`src/rtl/wb_pkg.sv`:
```
// Shared widths and entry type for the write-back queue.
// Default parameter values and the {addr, data} entry struct.
package wb_pkg;

    localparam int WB_ADDR_W = 5;
    localparam int WB_DATA_W = 16;
    localparam int WB_LANES  = 2;
    localparam int WB_WPORTS = 1;
    localparam int WB_DEPTH  = 4;

    typedef struct packed {
        logic [WB_ADDR_W-1:0] addr;
        logic [WB_DATA_W-1:0] data;
    } wb_entry_t;

endpackage

```
`src/rtl/wb_compact.sv`:
```
// Lane compactor: packs valid lanes oldest-first into slots 0..k-1.
// Ports: valid/addr/data/swap in; out_addr/out_data (packed slots), k out.
module wb_compact
    import wb_pkg::*;
#(
    parameter int ADDR_W  = WB_ADDR_W,
    parameter int DATA_W  = WB_DATA_W,
    parameter int LANES   = WB_LANES,
    parameter bit DROP_R0 = 1'b0,
    parameter int KW      = $clog2(LANES + 1)
) (
    input  logic [LANES-1:0]        valid,
    input  logic [LANES*ADDR_W-1:0] addr,
    input  logic [LANES*DATA_W-1:0] data,
    input  logic                    swap,
    output logic [LANES*ADDR_W-1:0] out_addr,
    output logic [LANES*DATA_W-1:0] out_data,
    output logic [KW-1:0]           k
);

    logic [LANES-1:0] keep;

    always_comb begin
        keep = '0;
        for (int i = 0; i < LANES; i++) begin
            keep[i] = valid[i];
            if (DROP_R0 && addr[i*ADDR_W +: ADDR_W] == '0)
                keep[i] = 1'b0;
        end
    end

    // Walk lanes in age order; each kept lane takes the next free slot.
    always_comb begin
        int slot;
        int lane;
        slot     = 0;
        lane     = 0;
        out_addr = '0;
        out_data = '0;
        for (int o = 0; o < LANES; o++) begin
            lane = swap ? (LANES - 1 - o) : o;
            if (keep[lane]) begin
                out_addr[slot*ADDR_W +: ADDR_W] =
                    addr[lane*ADDR_W +: ADDR_W];
                out_data[slot*DATA_W +: DATA_W] =
                    data[lane*DATA_W +: DATA_W];
                slot = slot + 1;
            end
        end
        k = KW'(slot);
    end

endmodule

```
`src/rtl/wb_queue.sv`:
```
// Write-back queue: buffers up to LANES results/cycle, retires up to
// WPORTS/cycle in program order. Ports: clk, rst_n, in_* (enqueue group),
// in_ready, flush, wr_stall, wr_en/wr_addr/wr_data (write ports), count.
module wb_queue
    import wb_pkg::*;
#(
    parameter int ADDR_W  = WB_ADDR_W,
    parameter int DATA_W  = WB_DATA_W,
    parameter int LANES   = WB_LANES,
    parameter int WPORTS  = WB_WPORTS,
    parameter int DEPTH   = WB_DEPTH,
    parameter bit DROP_R0 = 1'b0
) (
    input  logic                       clk,
    input  logic                       rst_n,
    input  logic [LANES-1:0]           in_valid,
    input  logic [LANES*ADDR_W-1:0]    in_addr,
    input  logic [LANES*DATA_W-1:0]    in_data,
    input  logic                       in_swap,
    output logic                       in_ready,
    input  logic                       flush,
    input  logic                       wr_stall,
    output logic [WPORTS-1:0]          wr_en,
    output logic [WPORTS*ADDR_W-1:0]   wr_addr,
    output logic [WPORTS*DATA_W-1:0]   wr_data,
    output logic [$clog2(DEPTH):0]     count
);

    localparam int PW = $clog2(DEPTH);
    localparam int CW = PW + 1;
    localparam int KW = $clog2(LANES + 1);

    logic [ADDR_W-1:0] mem_addr [DEPTH];
    logic [DATA_W-1:0] mem_data [DEPTH];

    logic [PW-1:0] head;
    logic [PW-1:0] tail;

    logic [LANES*ADDR_W-1:0] c_addr;
    logic [LANES*DATA_W-1:0] c_data;
    logic [KW-1:0]           k;

    logic          enq;
    logic [CW-1:0] n;

    wb_compact #(
        .ADDR_W  (ADDR_W),
        .DATA_W  (DATA_W),
        .LANES   (LANES),
        .DROP_R0 (DROP_R0),
        .KW      (KW)
    ) u_compact (
        .valid    (in_valid),
        .addr     (in_addr),
        .data     (in_data),
        .swap     (in_swap),
        .out_addr (c_addr),
        .out_data (c_data),
        .k        (k)
    );

    // Registered count only: no path from wr_stall into in_ready.
    assign in_ready = (count <= CW'(DEPTH - LANES));
    assign enq      = in_ready && (|in_valid) && !flush;

    always_comb begin
        n       = '0;
        wr_en   = '0;
        wr_addr = '0;
        wr_data = '0;
        for (int j = 0; j < WPORTS; j++) begin
            wr_addr[j*ADDR_W +: ADDR_W] = mem_addr[head + PW'(j)];
            wr_data[j*DATA_W +: DATA_W] = mem_data[head + PW'(j)];
            if (!wr_stall && count > CW'(j)) begin
                wr_en[j] = 1'b1;
                n        = n + 1'b1;
            end
        end
    end

    // Storage is deliberately not reset.
    always_ff @(posedge clk) begin
        if (enq) begin
            for (int i = 0; i < LANES; i++) begin
                if (KW'(i) < k) begin
                    mem_addr[tail + PW'(i)] <= c_addr[i*ADDR_W +: ADDR_W];
                    mem_data[tail + PW'(i)] <= c_data[i*DATA_W +: DATA_W];
                end
            end
        end
    end

    always_ff @(posedge clk or negedge rst_n) begin
        if (!rst_n) begin
            head  <= '0;
            tail  <= '0;
            count <= '0;
        end else if (flush) begin
            head  <= '0;
            tail  <= '0;
            count <= '0;
        end else begin
            head  <= head + PW'(n);
            tail  <= tail + (enq ? PW'(k) : '0);
            count <= count + (enq ? CW'(k) : '0) - n;
        end
    end

endmodule

```
`config.mk`:
```
export PLATFORM = sky130hd
export DESIGN_NAME = wb_queue
export DESIGN_NICKNAME = d
export VERILOG_FILES = /design/src/rtl/wb_pkg.sv /design/src/rtl/wb_compact.sv /design/src/rtl/wb_queue.sv
export SDC_FILE = /design/constraint.sdc
export NUM_CORES = 1
export LEC_CHECK = 0
export CAP_MARGIN = 20
export CORE_ASPECT_RATIO = 0.6
export CORE_UTILIZATION = 48
export DETAILED_ROUTE_END_ITERATION = 6
export GPL_TIMING_DRIVEN = 0
export PLACE_DENSITY = 0.71
export SYNTH_ARGS = -nofsm -noshare
export SYNTH_HDL_FRONTEND = slang
export SYNTH_SLANG_ARGS = --single-unit
```
`constraint.sdc`:
```
create_clock -name clk -period 4.2 [get_ports clk]
set_input_delay 0.63 -clock clk [delete_from_list [all_inputs] [get_ports clk]]
set_output_delay 0.63 -clock clk [all_outputs]
set_load 0.005 [all_outputs]
```
==> results.md, run 1 <==
Power and ir drop:
- The part of the total power dissipated in combinational logic is 0.326.
- The power density over cell area is ~430 nW/µm².
- The share of total power consumed by net switching is 0.280.
- The share of total power in sequential cells is 0.408.
- The share of total power dissipated in the clock network is 0.266.
- The cell-internal power is between 0.0015 and 0.002 W.
- In this run the power spent charging and discharging nets is approximately 0.00077 W.
- The analysis attributes to cell leakage a power of a little over 2 nW.
- IR analysis of the VDD net gives a maximum drop of around 220 µV.

Route:
- In the detailed route, the total length drawn on met2 is approximately 6000 µm.
- The routed length on met3 is roughly 890 µm.
- Using the TritonRoute via totals, the vias-per-cell ratio works out to 5.97.
- The detailed router put a total of about 5900 µm of wire on met1.
- The number of iterations in the first detailed-routing pass is 5.
- The mean routed wirelength per cell is around 22 µm.
- The highest routed metal layer is met4.
- The final antenna-violating net count is 0.
- After detailed routing, the total wire length is between 10,000 and 15,000 µm.
- The total vias in the final route is 3,461.
- The starting DRC count in detailed routing is 231.
- In the routed design, unresolved DRC markers number 0.

Layout:
- Compared with the post-synthesis result, the final layout area differs by 24.1%.
- The most common cell after layout, fill and taps aside is mux2i_1.
- In the layout the commonest cells are mux2i_1 (85), edfxtp_1 (84), clkdlybuf4s50_1 (72), nand2_1 (26).
- Once layout is complete, the cells apart from fillers number between 500 and 600.
- At the end of the flow, the number of nets in the layout was 493.
- The antenna diode count is 0.
- The filler cells instantiated in the layout total slightly above 800.
- The share of cells above drive strength 1 is 0.209.

Synthesis:
- The register area share after synthesis is 0.519.
- The cell count after synthesis is 349.
- The register bit total from synthesis is between 90 and 100.
- The fraction of synthesis flops using an asynchronous set or reset pin is 0.0769.
- The fraction of synthesized cell area taken by the top area cell type is 0.485.
- Dividing the synthesized area by the synthesized cell count gives roughly 15 µm².
- The count of distinct cell types in the synthesized netlist is 36.
- For this run, the leading register cell type out of synthesis is edfxtp_1.
- Yosys attributes the largest share of cell area to edfxtp_1 (48%), mux2i_1 (16%), mux4_2 (9.1%).
- The post-synthesis cell type with the largest combined area is edfxtp_1.
- When the netlist entered floorplanning its net count stood at about 410.
- The mapped netlist covers about 5200 µm².
- The number of enable-type register cells in the synthesized netlist is 84.
- The Yosys warning count is 0.

Die:
- The core box area is about 11,000 µm².
- The initial utilization of the core area, before any placement, comes to 0.493.
- Measured along the y axis, the die boundary spans around 83 µm.
- The die span in x is approximately 140 µm.
- The floorplan has 29 rows.
- The die covers between 10,000 and 15,000 µm².
- The I/O pin total is 75.

Clock network:
- In this run, post-CTS repair resized a total of 0 instances.
- The root buffer cell is clkbuf_16.
- The hold buffer count at CTS is 0.
- The TritonCTS clock tree is done.
- In this run the number of H-tree levels came out at 3.
- After clock tree synthesis, the clock-pin slew on the worst setup and hold paths is around 0.060 ns.
- Buffers added to address setup during post-CTS repair amount to 0.
- The clock insertion delay at the later pin of the skew report is between 0.3 and 0.4 ns.
- In this run the deepest clock path goes through 2 buffers.
- The sink count of the clock tree is 91.
- Buffers inserted during clock tree synthesis total 9.

Setup path:
- The data arrival time at the worst-slack endpoint is about 3.4 ns.
- The critical setup path kind is in -> reg.
- Of all nets on the critical path, the largest fanout is 13.
- The worst setup path is launched from an input pin.
- Data on the critical path is required at its endpoint by roughly 4.3 ns.
- The critical path capture point type is a register.

GRT:
- The first-pass GRT wire length is 20,300 µm.
- The maximum number of pins on one net before global-route repair is 22.
- The initial antenna violation count is 0.
- The global-route usage over all layers is 0.257.
- The via count of the first global-routing pass is approximately 3,500.
- The total congestion overflow is 0.

STA:
- The total negative setup slack is 0 ns.
- The worst path in the final design needs a cycle of 3.30 ns, including I/O delays and setup.
- Setup repair after global routing left no endpoint under its margin.
- Of the available clock period, the critical path in the final layout requires 0.786.
- For the pin with the worst max-slew slack, the measured transition is 0.903 ns.
- The number of endpoints failing setup at the final stage is 0.
- Measured against its own limit, the worst slew margin works out to 0.396.
- Clock skew on the completed layout was measured at slightly above 0.008 ns.
- The maximum frequency from static timing analysis is about 0.30 GHz.
- The number of max-slew violations in the final report was 0.
- The number of hold violations in the final report is 0.

Placement:
- At the end of routability-driven placement, the weighted congestion stood at between 0.7 and 0.8.
- In this run the tool buffered the top-level ports with ~70 buffer cells.
- After detailed placement, the design holds a cell count of 564.
- Detailed placement ended at an HPWL of 8960 µm.

Job:
- The max capacitance violation total is 0.

Min path:
- The worst hold path belongs to the class in -> async.

Outcome:
- The run finished with clean final reports.
[per-stage QoR]
| step | total power (W) | instance area, µm² | utilization | hold WS (ns) | worst slack (ns) |
|---|---|---|---|---|---|
| 6_report | 0.00276 | 6450 | 0.611 | 0.547 | 0.897 |
| 5_1_grt | 0.00289 | 6450 | 0.611 | 0.576 | 0.758 |
| 4_1_cts | 0.00277 | 6450 | 0.611 | 0.554 | 0.912 |
| 3_5_place_dp | 0.00204 | 6190 | 0.587 | 0.611 | 0.559 |
| 3_3_place_gp | 0.00201 | 6100 | 0.577 | 0.604 | -1.53 |
| 2_1_floorplan | 0.00164 | 5200 | - | 0.334 | 0.387 |
[path summary, 6_finish.rpt]
path / startpoint / to / slack, ns / cells past startpoint
min in group clk: tail[0]$_DFF_PN0_ / tail[0]$_DFF_PN0_ / 0.62 / 2
hold / removal: rst_n / count[2]$_DFF_PN0_ / 0.55 / 1
max in group asynchronous: rst_n / tail[1]$_DFF_PN0_ / 3.40 / 1
setup / recovery: in_valid[0] / mem_data[3][0]$_DFFE_PP_ / 0.90 / 10
hold reg to reg: tail[0]$_DFF_PN0_ / tail[0]$_DFF_PN0_ / 0.62 / 2
setup reg to reg: count[0]$_DFF_PN0_ / count[2]$_DFF_PN0_ / 2.01 / 11
[registers in the layout, indices dropped and copies added, names as in the netlist]
signal,flops
count,3
head,2
mem_addr,20
mem_data,64
tail,2
[layer usage]
layer  track usage  vias up
met2         0.396      127
li1              -     1561
met1         0.363     1760
met5             0        -
met4        0.0733        0
met3        0.0611       13
[kinds of logic (layout without fill, tap and decap cells)]
logic type / Yosys count / count (layout) / share of synthesized area
simple gates: 54 / 54 / 0.0582
compound gates: 30 / 30 / 0.0507
fa+ha+maj: 8 / 8 / 0.0207
flops: 91 / 91 / 0.519
xor+xnor: 4 / 4 / 0.00674
mux: 127 / 127 / 0.300
buf+inv: 35 / 127 / 0.0452
[power groups by stage]
stage               Sequential (W)  Clock [W]  Combinational (W)
floorplan                  0.00114          0           0.000502
global placement           0.00115          0           0.000863
detailed placement         0.00115          0           0.000899
CTS                        0.00113   0.000741           0.000905
global route               0.00113   0.000772           0.000980
finish                     0.00113   0.000732           0.000898
[cell type report]
class / count / area (µm²) / share of cell area
Sequential cell: 91 / 2700 / 0.418
Inverter: 8 / 30.0 / 0.00465
Timing Repair Buffer: 76 / 798 / 0.124
Clock inverter: 5 / 28.8 / 0.00446
Multi-Input combinational cell: 223 / 2290 / 0.355
Tap cell: 139 / 174 / 0.0269
Clock buffer: 11 / 233 / 0.0361
Buffer: 27 / 205 / 0.0318
[synthesized netlist by cell type (2+ instances only)]
| master | instances |
|---|---|
| inv_2 | 2 |
| a21oi_1 | 3 |
| a32oi_1 | 21 |
| nor2_1 | 9 |
| buf_12 | 2 |
| mux4_2 | 21 |
| nor4_4 | 3 |
| buf_6 | 7 |
| and2_1 | 2 |
| nand2_1 | 26 |
| and2b_1 | 3 |
| clkbuf_1 | 3 |
| ha_1 | 7 |
| nor3_1 | 2 |
| mux2i_1 | 85 |
| buf_2 | 14 |
| dfrtp_1 | 7 |
| edfxtp_1 | 84 |
| and3_1 | 2 |
| nand2b_1 | 3 |
| xnor2_1 | 3 |
| mux2_2 | 21 |
| inv_1 | 6 |
[worst max-delay path, stage by stage]
cell and delay (ns):
clkdlybuf4s50_1 0.64, nand2b_1 0.16, buf_2 0.24, and2_1 0.19, inv_1 0.06, ha_1 0.28
nor2_1 0.07, a21oi_1 0.16, and3_1 0.66, buf_16 0.23
Note: power is estimated with default switching activity, not from simulation.
==> inputs of run 2 (changes only) <==
- PLACE_DENSITY: 0.71 -> 0.74
- clock period: 4.2 -> 2.7 ns (I/O delays scaled with it)
==> run 2 against run 1 <==
Net effect: worst setup slack got worse by 0.77 ns; final cell count decreased by 0.52%; first-iteration DRC count up 37%; core utilization shrank 0.20 points; clock power up 52%; sequential power up 55%; non-clock buffer count shrank 2; flip-flop and latch count unchanged; register-to-register slack lost 1.5 ns.
==> results.md, run 2 (synthesis results as in run 1) <==
Outcome:
- Outcome: complete, no violations (unchanged).

Power and ir drop:
- The share of total power consumed by net switching is 0.275 (was 0.280).
- The switching component of the power came to 0.00117 W (was 0.000772 W).
- The proportion of power drawn by the clock network is 0.260 (was 0.266).
- The share of total power in sequential cells came to 0.412 (was 0.408).
- The worst ir drop on vdd is 315 µV (was 217 µV).
- The leakage power summed over all cells came to 2.06 nW (was 2.07 nW).
- The part of the total power dissipated in combinational logic came to 0.328 (was 0.326).
- The cell-internal power is 0.00308 W (was 0.00198 W).
- The power density over cell area was 661 nW/µm² (was 427 nW/µm²).

Die:
- The placement row count is 29 (unchanged).
- The core box area is 10,600 µm² (unchanged).
- The I/O pin total is 75 (unchanged).
- The initial cell density of the core is 0.493 (unchanged).
- The die span in x is 136 µm (unchanged).
- The area of the die was 11,300 µm² (unchanged).
- The die extent in y is 82.6 µm (unchanged).

Route:
- The mean routed wirelength per cell was 21.3 µm (was 22.3 µm).
- The per-cell via count in the routed design is 5.84 (was 5.97).
- The starting DRC count in detailed routing is 317 (was 231).
- The total DRC errors in the routed layout is 0 (unchanged).
- The number of iterations in the first detailed-routing pass is 5 (unchanged).
- The total vias in the final route is 3,368 (was 3,461).
- The final antenna-violating net count is 0 (unchanged).
- The detailed-route wire length is 12,300 µm (was 12,900 µm).

STA:
- The slew at the pin with the worst max-slew slack came to 0.886 ns (was 0.903 ns).
- The total negative setup slack is 0 ns (unchanged).
- RSZ-0062 raised after global routing: false (unchanged).
- The max-slew headroom at the worst pin was 0.408 (was 0.396).
- The number of endpoints failing setup at the final stage is 0 (unchanged).
- For this run, the top clock speed supported by timing is just under 0.4 GHz.
- The post-route clock period utilization is 0.951.
- The number of hold violations in the final report came to 0 (unchanged).
- The clock tree skew after final layout is 0.00504 ns (was 0.00823 ns).
- The clock period minus final worst setup slack is ~2.6 ns.
- The number of max-slew violations in the final report came to 0 (unchanged).

Clock network:
- The hold buffer count at CTS is 0 (unchanged).
- The sink count of the clock tree came to 91 (unchanged).
- The post-CTS clock slew at the launch and capture registers of the worst setup and hold paths is 0.06 ns (about the same).
- The TritonCTS clock tree is done (unchanged).
- The maximum clock path buffer count came to 2 (unchanged).
- The number of buffers created by CTS was 9 (unchanged).
- The root buffer cell is clkbuf_16 (unchanged).
- The clock insertion delay at the later pin of the skew report was 0.34 ns (about the same).
- The post-CTS repair timing setup buffer count came to 0 (unchanged).
- The H-tree depth reported by CTS was 3 (unchanged).

Layout:
- The count of filler cells inserted in the layout is 820 (was 828).
- The area growth from synthesis to layout is 23.7% (was 24.1%).
- The flip-flop count of the largest register, all copies and words added is 64 (unchanged).
- Leading cell types in the layout, fill and taps excluded: mux2i_1 (85), edfxtp_1 (84), clkdlybuf4s50_1 (71), nand2_1 (26) (was mux2i_1 (85), edfxtp_1 (84), clkdlybuf4s50_1 (72), nand2_1 (26)).
- The combined area of the multi-input logic cells is 2300 µm² (was 2290 µm²).
- The antenna diode count is 0 (unchanged).
- The final core area utilization is 0.609 (was 0.611).
- Registers with the most flip-flops: mem_data x64, mem_addr x20, count x3 (unchanged).
- The number of nets in the finished design is 491 (was 493).
- The register name with the most flops is mem_data (unchanged).
- The most common cell after layout, fill and taps aside was mux2i_1 (unchanged).
- The storage element area is 2700 µm² (unchanged).
- The share of cells above drive strength 1 is 0.212 (was 0.209).

Setup path:
- The critical path capture point type is an output port (was register).
- The critical-path maximum fanout came to 10 (was 13).
- The timing startpoint of the critical path is head[0]$_DFF_PN0_ (was in_valid[0]).
- The startpoint of the worst register-to-register path is count[2]$_DFF_PN0_ (was count[0]$_DFF_PN0_).
- The data arrival time at the worst-slack endpoint was 2.16 ns (was 3.35 ns).
- The critical setup path kind is reg -> out (was in -> reg).
- The endpoint required time on the critical path is 2.30 ns (was 4.25 ns).
- The critical path startpoint category is a register (was input pin).

GRT:
- The first-pass GRT wire length is 18,900 µm (was 20,300 µm).
- The initial antenna violation count is 0 (unchanged).
- The via count of the first global-routing pass was 3,279 (was 3,533).
- The maximum number of pins on one net before global-route repair is 22 (unchanged).
- The total congestion overflow came to 0 (unchanged).
- The global-route usage over all layers is 0.237 (was 0.257).

Placement:
- The quantity of I/O buffers inserted on ports is 72 (unchanged).
- The post-DP HPWL came to 8420 µm (was 8960 µm).
- The last weighted congestion value of the routability-driven placer is 0.802 (was 0.800).

Job:
- The max capacitance violation total came to 0 (unchanged).

Min path:
- The classification of the worst-slack hold path is in -> async (unchanged).
## run 2: changes by cell type in the layout (fill, tap and decap cells not counted), moves of 2 or more
| cell | before | now |
|---|---|---|
| buf_8 | 0 | 2 |
| clkbuf_4 | 0 | 2 |
| buf_2 | 14 | 11 |
| clkbuf_2 | 1 | 3 |
| buf_6 | 9 | 7 |
## run 2: critical path, stage by stage (launching register included)
cell	delay [ns]
dfrtp_1	0.43
clkbuf_4	0.34
mux4_2	0.58
clkdlybuf4s50_1	0.47
## run 2: through the flow
step / instances / instance area, µm² / power (W) / worst slack [ns] / hold WS [ns]
after floorplan: 349 / 5220 / 0.00256 / 0.0273 / 0.109
after global placement: 560 / 6110 / 0.00312 / -0.969 / 0.594
after detailed placement: 563 / 6180 / 0.00317 / -0.705 / 0.598
after CTS: 577 / 6430 / 0.00427 / 0.00818 / 0.335
after global routing: 577 / 6430 / 0.00447 / 0.0174 / 0.357
final: 577 / 6430 / 0.00425 / 0.132 / 0.329
## run 2: routing by layer
| metal | GRT usage | share of wire | vias to the layer above |
|---|---|---|---|
| li1 | - | - | 1552 |
| met1 | 0.346 | 0.46 | 1666 |
| met2 | 0.361 | 0.45 | 138 |
| met3 | 0.0476 | 0.077 | 12 |
| met4 | 0.0667 | 0.0097 | 0 |
| met5 | 0 | 0 | - |
## run 2: layout make-up
class,count,share of cell area
clock inverters,3,0.00253
plain buffers,26,0.0327
inverters,8,0.00467
multi-input cells,223,0.357
repair buffers,75,0.120
clock buffers,12,0.0368
flip-flops and latches,91,0.419
well taps,139,0.0270
## run 2: worst paths after layout
kind	end	slack, ns	cells past startpoint
hold / removal	count[1]$_DFF_PN0_	0.33	1
setup reg to reg	count[2]$_DFF_PN0_	0.48	11
min in group clk	tail[0]$_DFF_PN0_	0.61	2
setup / recovery	wr_data[8]	0.13	3
hold reg to reg	tail[0]$_DFF_PN0_	0.61	2
max in group asynchronous	tail[0]$_DFF_PN0_	2.12	1
## run 2: power by group through the flow
stage	Clock, W	Combinational (W)	Sequential (W)
6_report	0.00111	0.00139	0.00175
5_1_grt	0.00118	0.00152	0.00176
4_1_cts	0.00112	0.00140	0.00175
3_5_place_dp	0	0.00139	0.00178
3_3_place_gp	0	0.00135	0.00178
2_1_floorplan	0	0.000789	0.00177
## run 2: timing repair
action | in CTS | in global routing
endpoints found under the setup margin | 141 | 37
cloned | 0 | 0
gates resized for setup | 4 | 5
